<file path="config.mk">
export PLATFORM = sky130hd
export DESIGN_NAME = hc595_rx
export DESIGN_NICKNAME = d
export VERILOG_FILES = /design/src/rtl/hc595_rx.sv
export SDC_FILE = /design/constraint.sdc
export NUM_CORES = 1
export LEC_CHECK = 0
export ABC_AREA = 1
export CAP_MARGIN = 20
export CORE_ASPECT_RATIO = 0.9
export CORE_UTILIZATION = 50
export DETAILED_ROUTE_END_ITERATION = 8
export DONT_BUFFER_PORTS = 1
export GPL_TIMING_DRIVEN = 0
export HOLD_SLACK_MARGIN = 0.1
export RECOVER_POWER = 50
export SETUP_SLACK_MARGIN = 0.5
export SLEW_MARGIN = 0
export SYNTH_ARGS = -nofsm -noshare
export SYNTH_HDL_FRONTEND = slang
export SYNTH_SLANG_ARGS = --single-unit
</file>
<file path="constraint.sdc">
create_clock -name clk -period 1.4 [get_ports clk]
set_input_delay 0.28 -clock clk [delete_from_list [all_inputs] [get_ports clk]]
set_output_delay 0.28 -clock clk [all_outputs]
set_load 0.02 [all_outputs]
</file>
<file path="src/rtl/hc595_rx.sv">
// hc595_rx: oversampling receiver that rebuilds the 74HC595 storage word from SHCP/STCP/DS/OE pins.
module hc595_rx #(
  parameter int WIDTH       = 16,
  parameter int SYNC_STAGES = 2
) (
  input  logic             clk,
  input  logic             rst_n,
  input  logic             i_shcp,
  input  logic             i_stcp,
  input  logic             i_ds,
  input  logic             i_oe,
  output logic [WIDTH-1:0] o_data,
  output logic             o_valid,
  output logic             o_frame_err,
  output logic             o_en
);
  localparam int CW = $clog2(WIDTH + 2);
  localparam logic [CW-1:0] CNT_MAX = CW'(WIDTH + 1);
  localparam logic [CW-1:0] CNT_FULL = CW'(WIDTH);
  logic [SYNC_STAGES-1:0] shcp_q, stcp_q, ds_q, oe_q;
  logic                   shcp_prev_q, stcp_prev_q;
  logic                   shcp_rise, stcp_rise;
  logic [WIDTH-1:0]       sr_q, sr_d, data_q, data_d;
  logic [CW-1:0]          cnt_q, cnt_d;
  logic                   valid_q, valid_d, err_q, err_d;
  always_comb begin
    shcp_rise = shcp_q[SYNC_STAGES-1] & ~shcp_prev_q;
    stcp_rise = stcp_q[SYNC_STAGES-1] & ~stcp_prev_q;
    sr_d      = shcp_rise ? {sr_q[WIDTH-2:0], ds_q[SYNC_STAGES-1]} : sr_q;
    // a latch coinciding with a shift restarts the count at the shift it just took
    cnt_d     = stcp_rise ? (shcp_rise ? CW'(1) : '0)
              : (shcp_rise && cnt_q != CNT_MAX) ? cnt_q + CW'(1) : cnt_q;
    data_d    = stcp_rise ? sr_q : data_q;
    err_d     = stcp_rise ? (cnt_q != CNT_FULL) : err_q;
    valid_d   = stcp_rise;
  end
  always_ff @(posedge clk or negedge rst_n) begin
    if (!rst_n) begin
      shcp_q      <= '0;
      stcp_q      <= '0;
      ds_q        <= '0;
      oe_q        <= '1;
      shcp_prev_q <= 1'b0;
      stcp_prev_q <= 1'b0;
      sr_q        <= '0;
      cnt_q       <= '0;
      data_q      <= '0;
      valid_q     <= 1'b0;
      err_q       <= 1'b0;
    end else begin
      shcp_q      <= {shcp_q[SYNC_STAGES-2:0], i_shcp};
      stcp_q      <= {stcp_q[SYNC_STAGES-2:0], i_stcp};
      ds_q        <= {ds_q[SYNC_STAGES-2:0], i_ds};
      oe_q        <= {oe_q[SYNC_STAGES-2:0], i_oe};
      shcp_prev_q <= shcp_q[SYNC_STAGES-1];
      stcp_prev_q <= stcp_q[SYNC_STAGES-1];
      sr_q        <= sr_d;
      cnt_q       <= cnt_d;
      data_q      <= data_d;
      valid_q     <= valid_d;
      err_q       <= err_d;
    end
  end
  assign o_data      = data_q;
  assign o_valid     = valid_q;
  assign o_frame_err = err_q;
  assign o_en        = ~oe_q[SYNC_STAGES-1];
endmodule

</file>
==> results.toml <==
[place]
placed_cell_area_sq_um = 1960
port_buffers = 0
gp_congestion = 0.776
hpwl_um = 2050

[timing]
setup_viol = 0
fin_setup_tns_ns = 0
period_minus_slack_ns = 1.22
rsz0062_at_grt = "yes"
tightest_slew_ns = 0.268
max_freq_ghz = 0.821
skew_ns = 0.00614
fin_hold_ws_ns = -0.339
hold_viol_final = 49
slew_viol_final = 0
slew_headroom_pct = 82.1
period_share_pct = 87.0

[power_and_ir_drop]
cellPowerDensity_nw_per_um2 = 1280
clkPwrFrac_pct = 25.2
power_frac_seq_pct = 54.2
p_comb_share_pct = 20.6
peakVddDrop_v = 0.000946
p_leak_nw = 1.31
sw_frac_of_total_pct = 31.3
p_int_w = 0.00247
power_switching_w = 0.00113

[setup_path]
worst_setup_path_start_kind = "register"
r2r_cells = 6
cp_max_fo = 6
path_class = "register to register"
endpoint_kind = "register"
critPathArrivalTime_ns = 1.41
crit_required_ns = 1.60

[layout]
multi_input_area_sq_um = 831
fin_util_pct = 80.5
n_antenna_cell = 0
drive_above_1_share_pct = 60.1
syn_to_final_growth_pct = 49.5
fin_nets = 226
fin_area_sq_um = 2800
fillers = 199
seqCellArea_sq_um = 1250

[synth]
ys_warn_count = 0
yosysSeqAreaShare_pct = 65.6
synth_commonest_cells = "47 x dfrtp_1, 46 x nand2_1, 23 x inv_1, 23 x o21ai_0, 10 x o21ai_1"
yosys.cell_count.top_type = "dfrtp_1"
synthCells = 185
async_reset_ff_share_pct = 100
avgSynthCellArea_sq_um = 10.1
synth_ff_type = "dfrtp_1"
synth_top_cell_area_share_pct = 62.8
synthTopCellsByArea = "dfrtp_1 63%, nand2_1 9.2%, o21ai_0 6.1%"
yosysTopAreaCell = "dfrtp_1"
yosysUniqueCellTypes = 20
synth_seq_cells = 49
synthesis.nets = 194
syn_area_sq_um = 1870
synth_edf_count = 0

[floorplanning]
rows = 20
start_util_pct = 53.8
pin_count = 25
die_h_um = 60.1
core_area_sq_um = 3480
die_area_sq_um = 4000
die_w_um = 66.5

[clock_network]
htree_levels = 2
clk_pin_slew_ns = 0.09
cts_tree = "yes"
ctsHoldBuffers = 4
ctsRootBufferMaster = "clkbuf_8"
numCtsBuffers = 5
clockBufferDepth = 2
clk_latency_ns = 0.30
cts_sinks = 49

[status]
violations = "hold timing"
status = "finished with violations"

[grt]
grtUsageTotal_pct = 22.7
overflow = 0
grt_max_degree = 50
antenna_found_initial = 0
grt_pass1_vias = 1355
grt_pass1_wl_um = 6470

[routing]
antenna_left = 0
drtIter0Drc = 134
firstDrtPassIters = 4
num_vias = 1382
via_per_inst = 5.27
post-route-drc-count = 0
finalWirelength_um = 4110
wl_per_cell_um = 15.7

[min_path]
hold_path_class = "primary input to asynchronous set/reset pin"

[job]
maxCapViolCount = 0
## through the flow
step           total power [W]  std cells  worst slack (ns)  hold slack [ns]
3_5_place_dp           0.00225        229             0.177          -0.0146
5_1_grt                0.00376        262             0.145           -0.354
2_1_floorplan          0.00215        185             0.313          -0.0156
3_3_place_gp           0.00223        229             0.210          -0.0147
4_1_cts                0.00346        259             0.229           -0.343
6_report               0.00360        262             0.182           -0.339
## worst max-delay path: stages, from the launching register on
cell,delay (ns)
dfrtp_1,0.48
nor2_4,0.18
nand3_4,0.11
nand2_4,0.13
nand2_4,0.08
nand2_2,0.07
nand2_1,0.05
## sequential cells by signal, indices dropped and copies added (netlist names)
signal	flops
o_valid	1
oe_q	2
o_frame_err	1
stcp_prev_q	1
o_data	16
cnt_q	5
stcp_q	2
ds_q	2
shcp_q	2
sr_q	16
shcp_prev_q	1
## worst paths after layout
check                       endpoint  slack, ns  startpoint
setup / recovery            cnt_q[4]       0.18    cnt_q[3]
hold / removal             o_data[9]      -0.34       rst_n
setup reg to reg            cnt_q[4]       0.18    cnt_q[3]
hold reg to reg            stcp_q[1]       0.35   stcp_q[0]
max in group asynchronous    oe_q[1]       1.55       rst_n
min in group clk           stcp_q[1]       0.35   stcp_q[0]
## cell type report
| type | instances | share of cell area [%] |
|---|---|---|
| well taps | 44 | 1.97 |
| multi-input cells | 104 | 29.7 |
| inverters | 24 | 3.22 |
| clock inverters | 1 | 0.179 |
| plain buffers | 8 | 4.92 |
| clock buffers | 7 | 3.44 |
| repair buffers | 25 | 11.8 |
| flip-flops and latches | 49 | 44.8 |
## cells in the final DEF, fill, tap and decap left out, types with 7 or more instances in the layout
| master | n |
|---|---|
| dfrtp_2 | 20 |
| nand2_2 | 17 |
| nand3_1 | 7 |
| buf_6 | 9 |
| o21ai_2 | 23 |
| nand2_1 | 13 |
| clkbuf_8 | 7 |
| dfrtp_1 | 27 |
| o21ai_1 | 8 |
| nand2_4 | 18 |
| inv_1 | 19 |
## kinds of logic (layout without fill, tap and decap cells)
logic type / after synthesis / count (layout) / synth area share [%]
and+or+nand+nor: 66 / 66 / 15.1
DFF: 49 / 49 / 65.6
AOI/OAI and AO/OA: 34 / 34 / 9.29
buffers and inverters: 32 / 65 / 7.55
adders and majority gates: 3 / 3 / 2.00
xor gates and xnor gates: 1 / 1 / 0.468
## power groups by stage
stage               Sequential, W  Clock (W)  Combinational (W)
floorplan                 0.00186          0           0.000297
global placement          0.00188          0           0.000346
detailed placement        0.00189          0           0.000359
CTS                       0.00191   0.000917           0.000631
global route              0.00197   0.000975           0.000809
finish                    0.00195   0.000907           0.000741
## what timing repair did
item	in CTS	in global routing
buffers inserted	12	3
gates resized for setup	109	42
pin swaps	8	3
hold endpoints to repair	53	49
cloned	6	0
setup endpoints to repair	57	57
## routing by layer
layer	GRT usage, %	part of all wire (%)	vias up
met1	29.6	46	692
met3	4.96	3.3	7
met5	0	0	-
li1	-	-	654
met2	37.5	49	29
met4	8.21	1.3	0
No activity file was read; power rests on OpenSTA's default activity.
